### config.mk
export PLATFORM = sky130hd
export DESIGN_NAME = pipe_sched
export DESIGN_NICKNAME = d
export VERILOG_FILES = /design/src/rtl/pipe_sched.sv
export SDC_FILE = /design/constraint.sdc
export NUM_CORES = 1
export LEC_CHECK = 0
export ABC_CLOCK_PERIOD_IN_PS = 4500
export BUFFER_PORTS_ARGS = -buffer_cell sky130_fd_sc_hd__buf_2
export CAP_MARGIN = 0
export CORE_ASPECT_RATIO = 1.4
export CORE_MARGIN = 5
export CORE_UTILIZATION = 34
export DETAILED_ROUTE_END_ITERATION = 10
export PLACE_DENSITY = 0.58
export SYNTH_ARGS = -nofsm -noshare
export SYNTH_HDL_FRONTEND = slang
export SYNTH_SLANG_ARGS = --single-unit
### constraint.sdc
create_clock -name clk -period 4.5 [get_ports clk]
set_input_delay 0.45 -clock clk [delete_from_list [all_inputs] [get_ports clk]]
set_output_delay 0.45 -clock clk [all_outputs]
set_load 0.005 [all_outputs]
### src/rtl/pipe_sched.sv
// rtl/pipe_sched.sv - run-mode FSM, PC, execute latency and RAW scoreboard for the 4-stage core
// Optional performance counters are built in when PIPE_SCHED_PERF_EN is defined.
module pipe_sched #(
    parameter logic [31:0] RESET_PC = 32'h0,
    parameter int          WAIT_W   = 5
) (
    input  logic              clk,
    input  logic              rst,
    input  logic              ld_done,
    input  logic              boot_ack,
    input  logic              d_valid,
    input  logic [5:0]        d_rs,
    input  logic [5:0]        d_rt,
    input  logic              d_rs_use,
    input  logic              d_rt_use,
    input  logic [5:0]        d_rd,
    input  logic              d_rw,
    input  logic [WAIT_W-1:0] d_wait,
    input  logic              d_jump,
    input  logic [31:0]       d_npc,
    input  logic              d_stop,
    input  logic              e_busy,
    input  logic              redirect,
    input  logic [31:0]       redirect_pc,
    input  logic              wb_valid,
    input  logic [5:0]        wb_rd,
    output logic [1:0]        mode,
    output logic [31:0]       pc,
    output logic [1:0]        fd_upd,
    output logic [1:0]        de_upd,
    output logic [1:0]        ew_upd,
    output logic              e_start,
`ifdef PIPE_SCHED_PERF_EN
    output logic [31:0]       perf_cyc,
    output logic [31:0]       perf_stall,
    output logic [31:0]       perf_flush,
`endif
    output logic              raw_stall
);

    typedef enum logic [1:0] {
        M_IDLE = 2'd0,
        M_LOAD = 2'd1,
        M_EXEC = 2'd2,
        M_HALT = 2'd3
    } mode_t;

    localparam logic [1:0]        UPD_HOLD  = 2'b00;
    localparam logic [1:0]        UPD_ADV   = 2'b01;
    localparam logic [1:0]        UPD_FLUSH = 2'b10;
    localparam logic [WAIT_W-1:0] LAT_MAX   = '1;
    localparam logic [WAIT_W-1:0] LAT_ONE   = {{(WAIT_W-1){1'b0}}, 1'b1};

    mode_t             state, state_nxt;
    logic [WAIT_W-1:0] lat, cur_wait;
    logic              jb;
    logic [63:0]       sb, sb_byp, sb_nxt;
    logic              de_sb_vld;
    logic [5:0]        de_sb_rd;

    logic in_exec, exec_done, jump_hold;
    logic do_redirect, do_advance, do_bubble;
    logic issue_wr, issue_stop;

    assign in_exec    = (state == M_EXEC);
    assign exec_done  = (lat >= cur_wait) && !e_busy;
    assign jump_hold  = d_jump && !jb;
    assign issue_wr   = d_valid && d_rw && (d_rd != 6'd0);
    assign issue_stop = d_valid && d_stop;

    // A register being written back this cycle already counts as free.
    always_comb begin
        sb_byp = sb;
        if (wb_valid)
            sb_byp[wb_rd] = 1'b0;
    end

    assign raw_stall = d_valid && ((d_rs_use && sb_byp[d_rs]) || (d_rt_use && sb_byp[d_rt]));

    assign do_redirect = in_exec && redirect;
    assign do_advance  = in_exec && !redirect && exec_done && !raw_stall && !jump_hold;
    assign do_bubble   = in_exec && !redirect && exec_done && raw_stall;

    always_ff @(posedge clk) begin
        if (rst)
            state <= M_IDLE;
        else
            state <= state_nxt;
    end

    always_comb begin
        state_nxt = state;
        case (state)
            M_IDLE:  if (ld_done)                   state_nxt = M_LOAD;
            M_LOAD:  if (boot_ack)                  state_nxt = M_EXEC;
            M_EXEC:  if (do_advance && issue_stop)  state_nxt = M_HALT;
            default: state_nxt = state;
        endcase
    end

    always_comb begin
        fd_upd = UPD_FLUSH;
        de_upd = UPD_FLUSH;
        ew_upd = UPD_FLUSH;
        if (in_exec && !redirect) begin
            if (do_advance) begin
                fd_upd = UPD_ADV;
                de_upd = UPD_ADV;
                ew_upd = UPD_ADV;
            end else if (do_bubble) begin
                fd_upd = UPD_HOLD;
                de_upd = UPD_FLUSH;
                ew_upd = UPD_ADV;
            end else begin
                fd_upd = UPD_HOLD;
                de_upd = UPD_HOLD;
                ew_upd = UPD_HOLD;
            end
        end
    end

    assign mode = state;

    // Set wins over any clear of the same index in the same cycle.
    always_comb begin
        sb_nxt = sb_byp;
        if (do_redirect && de_sb_vld)
            sb_nxt[de_sb_rd] = 1'b0;
        if (do_advance && issue_wr)
            sb_nxt[d_rd] = 1'b1;
    end

    always_ff @(posedge clk) begin
        if (rst) begin
            pc        <= RESET_PC;
            lat       <= '0;
            cur_wait  <= '0;
            jb        <= 1'b0;
            sb        <= '0;
            e_start   <= 1'b0;
            de_sb_vld <= 1'b0;
            de_sb_rd  <= 6'd0;
        end else begin
            sb      <= sb_nxt;
            e_start <= do_advance;
            if (do_redirect) begin
                pc        <= redirect_pc;
                lat       <= '0;
                jb        <= 1'b0;
                de_sb_vld <= 1'b0;
            end else if (do_advance) begin
                if (!jb)
                    pc <= pc + 32'd4;
                lat       <= '0;
                cur_wait  <= d_wait;
                jb        <= 1'b0;
                de_sb_vld <= issue_wr;
                de_sb_rd  <= d_rd;
            end else if (in_exec) begin
                if (lat != LAT_MAX)
                    lat <= lat + LAT_ONE;
                // Jump target is loaded during the bubble so the next advance fetches it.
                if (jump_hold) begin
                    pc <= d_npc;
                    jb <= 1'b1;
                end
                if (do_bubble)
                    de_sb_vld <= 1'b0;
            end
        end
    end

`ifdef PIPE_SCHED_PERF_EN
    always_ff @(posedge clk) begin
        if (rst) begin
            perf_cyc   <= 32'd0;
            perf_stall <= 32'd0;
            perf_flush <= 32'd0;
        end else begin
            if (in_exec)
                perf_cyc <= perf_cyc + 32'd1;
            if (in_exec && !do_advance)
                perf_stall <= perf_stall + 32'd1;
            if (do_redirect)
                perf_flush <= perf_flush + 32'd1;
        end
    end
`endif

endmodule

=== Yosys cells after proc, flatten, opt, wreduce, memory -nomap -nowiden ===
Index checks and enable logic that the tools add are counted.

* Output and inout port bits: 42
* Bits of input ports: 106
* Bits in registers: 117
* Word-level logic and storage cells: 107

* Muxes and demuxes: 33
* Add/subtract/negate cells: 2
* Equal/unequal tests: 7
* Reduce and logical (&&, ||, !) cells: 41
* Bitwise gates (word level): 6
* Magnitude comparators: 9

{| class="wikitable"
|+ Operator list
! cell !! number
|-
| $mux 64 || 3
|-
| $mux 32 || 5
|-
| $and 64x64->64 || 2
|-
| $not 64->64 || 2
|-
| $or 64x64->64 || 1
|-
| $lt 6x7->1 const B || 5
|-
| $add 32x3->32 const B || 1
|-
| $logic_and 1x1->1 || 20
|-
| $demux 1 s6 || 3
|-
| $ge 6x1->1 const B || 3
|-
| $mux 2 || 8
|-
| $bmux 1 s6 || 2
|-
| $mux 1 || 11
|-
| $reduce_bool 3->1 || 3
|-
| $reduce_and 2->1 || 4
|-
| $pmux 2 s3 || 1
|-
| $reduce_bool 6->1 || 1
|-
| $add 5x1->5 const B || 1
|-
| $ge 5x5->1 || 1
|-
| $logic_not 1->1 || 5
|-
| $ne 5x5->1 const B || 1
|-
| $ne 2x2->1 const B || 2
|-
| $reduce_and 4->1 || 1
|-
| $reduce_bool 2->1 || 2
|-
| other kinds (10) || 10
|}

=== Longest topological paths before layout ===
* Word-level depth: 18
* Mapped depth: 13
* Depth with buffers taken out: 11

=== Least setup slack after synthesis ===
OpenSTA, ideal clock, no wires.

* Path kind: in2out
* From: in wb_rd[0]
* To: out fd_upd[0]
* Stages: 11
* Required time: 4050 ps
* Path slack: 913 ps
* Arrival time: 3137 ps
* Cell sequence: buf_2 or4b_4 o21ai_1 nor2_1 or4_1 a31oi_1 nand4_1 o31ai_4 inv_2 nor2_1 buf_4

* Word-level cells in the longest chain between the ends: 17
* Elaborated cells on any way between the ends: 21
* Those cells by class: order compare (2); mux (9); bitwise (2); reduce/logical (8)

{| class="wikitable"
|+ Ends and longest elaborated chain
! item !! line !! source
|-
| start: declaration || 26 || <nowiki>input logic [5:0] wb_rd,</nowiki>
|-
| $lt 6x7->1 (implied by the code) / $ge 6x1->1 (equally long branches) || 75 || <nowiki>sb_byp[wb_rd] = 1'b0;</nowiki>
|-
| $logic_and 1x1->1 (implied by the code) || 75 ||
|-
| $mux 1 (implied by the code) || 75 ||
|-
| $demux 1 s6 (*) || 75 ||
|-
| $not 64->64 (no line) (*) || n/a ||
|-
| $and 64x64->64 (no line) (*) || n/a ||
|-
| $mux 64 (*) || 74 || <nowiki>if (wb_valid)</nowiki>
|-
| $bmux 1 s6 || 78 || <nowiki>assign raw_stall = d_valid && ((d_rs_use && sb_byp[d_rs]) || (d_rt_use && sb_byp[d_rt]));</nowiki>
|-
| $mux 1 (implied by the code) || 78 ||
|-
| $logic_and 1x1->1 || 78 ||
|-
| $logic_or 1x1->1 (*) || 78 ||
|-
| $logic_and 1x1->1 (*) || 78 ||
|-
| $logic_not 1->1 (*) || 81 || <nowiki>assign do_advance = in_exec && !redirect && exec_done && !raw_stall && !jump_hold;</nowiki>
|-
| $logic_and 1x1->1 (*) (2 in a row) || 81 ||
|-
| $mux 1 (*) || 106 || <nowiki>if (do_advance) begin</nowiki>
|-
| $mux 2 (*) || 105 || <nowiki>if (in_exec && !redirect) begin</nowiki>
|-
| end: declaration || 29 || <nowiki>output logic [1:0] fd_upd,</nowiki>
|}

Every way passes the cells marked *; elsewhere a longest branch is shown, timed or not. The select of a mux whose other input is x is not followed.

=== Final worst setup path ===
* From: in wb_rd[2]
* To: out ew_upd[0]

* Word-level cells in the longest chain between the ends: 17
* Elaborated cells on any way between the ends: 23
* Those cells by class: order compare (2); mux (10); bitwise (2); reduce/logical (9)

{| class="wikitable"
|+ Ends and longest elaborated chain
! item !! line !! source
|-
| $lt 6x7->1 (implied by the code) / $ge 6x1->1 (equally long branches) || 75 ||
|-
| $logic_and 1x1->1 (implied by the code) || 75 ||
|-
| $mux 1 (implied by the code) || 75 ||
|-
| $demux 1 s6 (*) || 75 ||
|-
| $not 64->64 (no line) (*) || n/a ||
|-
| $and 64x64->64 (no line) (*) || n/a ||
|-
| $mux 64 (*) || 74 ||
|-
| $bmux 1 s6 || 78 ||
|-
| $mux 1 (implied by the code) || 78 ||
|-
| $logic_and 1x1->1 || 78 ||
|-
| $logic_or 1x1->1 (*) || 78 ||
|-
| $logic_and 1x1->1 (*) || 78 ||
|-
| $logic_not 1->1 || 81 ||
|-
| $logic_and 1x1->1 (2 in a row) || 81 ||
|-
| $mux 1 (*) || 106 ||
|-
| $mux 2 (*) || 105 ||
|-
| end: declaration || 31 || <nowiki>output logic [1:0] ew_upd,</nowiki>
|}

Marked as above.

==> flow_metrics.env <==
export IMPL_cts_repair_resize_count=0
export IMPL_dieWidth_um=140
export IMPL_slew_headroom=0.446
export IMPL_io_buffers=147
export IMPL_report_final_slew_viol_count=0
export IMPL_route_detailed_wl_per_inst_um=23.3
export IMPL_synth_yosys_seq_area_share=0.292
export IMPL_dp_hpwl_um=23600
export IMPL_grt_antenna_before_repair=2
export IMPL_first_global_vias=8965
export IMPL_die_h_um=192
export IMPL_postCtsSetupBuffers=0
export IMPL_floorplan_die_area_um2=26800
export IMPL_postSynth_asyncResetShare=0
export IMPL_cp_common_cell="buf_2"
export IMPL_routed_wl_met2_um=15700
export IMPL_routabilityCongestion=1.02
export IMPL_sequential_cell_area_um2=2340
export IMPL_drt_vias_per_instance=6.31
export IMPL_max_buffers_root_to_sink=2
export IMPL_synthFlopType="dfxtp_1"
export IMPL_timing_final_crit_period_ps=4100
export IMPL_synthesis_nets=1131
export IMPL_detailroute_via_count=9077
export IMPL_tns_ps=0
export IMPL_start_util=0.344
export IMPL_worstHoldStart="d_wait[4]"
export IMPL_postCtsHoldBufs=0
export IMPL_grt_start_max_net_pins=67
export IMPL_cts_root_buf="clkbuf_16"
export IMPL_synth_enable_flop_cells=0
export IMPL_clkSinkCount=117
export IMPL_gr_usage_all_layers=0.243
export IMPL_leading_cell_type_in_the_layout_fill_and_taps_excluded="buf_2"
export IMPL_clk_insertion_delay_late_ps=430
export IMPL_fillers=2451
export IMPL_setup_violations_final=0
export IMPL_max_clock_freq_mhz=244
export IMPL_synthesis_yosys_warnings=0
export IMPL_status="complete, no violations"
export IMPL_report_final_hold_viol_count=0
export IMPL_flow_area_growth_from_synthesis_pct=20.2
export IMPL_rows=66
export IMPL_cell_breakdown_of_the_critical_path="buf_2 -> nand4b_1 -> o21ai_0 -> mux4_2 -> and2_1 -> o31ai_1 -> o211a_1 -> o31ai_4 -> buf_4 -> a21oi_1 -> buf_2"
export IMPL_layout_worst_path_cycle_share=0.911
export IMPL_required_time_of_the_worst_setup_path_ps=4050
export IMPL_cp_data_arrival_time_ps=3650
export IMPL_rsz0062_at_grt="no"
export IMPL_ys_types=74
export IMPL_layout_cells_most_common_list="buf_2 (147), dfxtp_1 (117), nor2_1 (95), nand2_1 (73), o21ai_0 (73)"
export IMPL_ant_nets=0
export IMPL_utilization=0.414
export IMPL_post_cts_clock_slew_at_the_launch_and_capture_registers_of_the_worst_setup_and_hold_paths_ps=60
export IMPL_critical_path_class="primary input to output pin"
export IMPL_tritoncts="built"
export IMPL_ctsHtreeMaxLevel=4
export IMPL_hp_class="primary input to register"
export IMPL_p_leak_uw=0.00330
export IMPL_first_pass_iters=8
export IMPL_io_pins=148
export IMPL_final_layout_size_suffix_gt1_frac=0.214
export IMPL_multi_input_area_um2=5220
export IMPL_tightestPinTransition_ps=824
export IMPL_vdd_drop_max_mv=0.269
export IMPL_detail_route_wirelength_um=33500
export IMPL_highest_routing_layer_actually_used="met5"
export IMPL_grt_first_pass_wirelength_um=51200
export IMPL_post_synth_inst_count=1012
export IMPL_timing_max_cap_violations=0
export IMPL_worst_r2r_startpoint="lat[0]"
export IMPL_cts_made_buffers=17
export IMPL_drc=0
export IMPL_synth_area_per_cell_um2=7.92
export IMPL_timing_clock_skew_ps=8.62
export IMPL_timing_critical_path_from="wb_rd[2]"
export IMPL_worstSetupStartpointType="primary input"
export IMPL_synthesis_area_um2=8020
export IMPL_synth_seq_cells=117
export IMPL_insertedDiodeCount=0
export IMPL_overflow=0
export IMPL_cp_slowest_cell="o31ai_1"
export IMPL_slowest_delay_ps=540
export IMPL_standard_cell_core_area_um2=23300
export IMPL_drt_iter0_markers=866
export IMPL_route_met3_wl_um=2690
export IMPL_end_kind="output pin"
export IMPL_power_density_nw_per_um2=362
export IMPL_timing_critical_path_fanout_max=16
export IMPL_final_net_count=1238
export IMPL_wl_met1_um=13400
[critical path, delay by kind of cell]
family	cells	cell delay, ps
AO/OA/AOI/OAI	5	1450
buffers and inverters	3	630
multiplexers	1	490
AND/OR/NAND/NOR	2	620
[sequential cells by signal, indices dropped and copies added (netlist names)]
name,cells
lat,5
de_sb_vld,1
cur_wait,5
sb,64
de_sb_rd,6
mode,2
pc,32
jb,1
e_start,1
[final timing paths]
kind,to,slack [ps],depth (start not counted)
setup / recovery,ew_upd[0],400,11
hold reg to reg,cur_wait[4],480,2
hold / removal,cur_wait[4],280,3
setup reg to reg,pc[18],1180,13
[stage by stage]
stage	area, um^2	hold slack [ps]	std cells	power [uW]	setup slack [ps]
CTS	9640	271	1438	3500	467
floorplan	8020	451	1012	1760	913
global route	9640	291	1438	3650	274
global placement	9030	464	1406	2090	460
finish	9640	284	1438	3490	402
detailed placement	9030	470	1406	2090	460
[cell type report]
cell class | count | share of cell area
inverter | 24 | 0.00935
clock buffer | 24 | 0.0531
multi-input combinational | 779 | 0.542
sequential | 117 | 0.243
timing repair buffer | 180 | 0.103
clock inverter | 8 | 0.00987
tap | 306 | 0.0397
[cell usage after synthesis (14+ instances only)]
| master | instances | area [um^2] |
|---|---|---|
| dfxtp_1 | 117 | 2340 |
| nand2_1 | 73 | 274 |
| o21ai_0 | 73 | 365 |
| buf_2 | 14 | 70.1 |
| o41ai_1 | 29 | 254 |
| nor2_1 | 95 | 357 |
| a41oi_1 | 31 | 272 |
| xnor2_1 | 25 | 219 |
| a21oi_1 | 21 | 105 |
| nand2b_1 | 15 | 93.8 |
| nand4_1 | 22 | 138 |
| o22ai_1 | 21 | 131 |
| nand3_1 | 67 | 335 |
| o32ai_1 | 56 | 490 |
| o211ai_1 | 47 | 353 |
| inv_1 | 21 | 78.8 |
| clkbuf_1 | 67 | 251 |
[layer usage]
| layer | GRT usage | up-vias |
|---|---|---|
| li1 | - | 4174 |
| met1 | 0.298 | 4321 |
| met2 | 0.403 | 472 |
| met3 | 0.0498 | 106 |
| met4 | 0.125 | 4 |
| met5 | 0 | - |
[cell families (layout without fill, tap and decap cells)]
| logic type | after synthesis | in the layout | synth area share |
|---|---|---|---|
| and+or+nand+nor | 369 | 369 | 0.238 |
| AOI/OAI and AO/OA | 339 | 339 | 0.309 |
| DFF | 117 | 117 | 0.292 |
| buffers and inverters | 116 | 236 | 0.0588 |
| xor gates and xnor gates | 33 | 33 | 0.0360 |
| muxes | 25 | 25 | 0.0460 |
| adders and majority gates | 13 | 13 | 0.0203 |
[where the power goes]
part,internal [uW],switching (uW),total [uW]
logic,340,495,835
clock network,899,514,1410
registers,1120,117,1240
total,2360,1130,3490
Power figures use the tool's default switching activity.
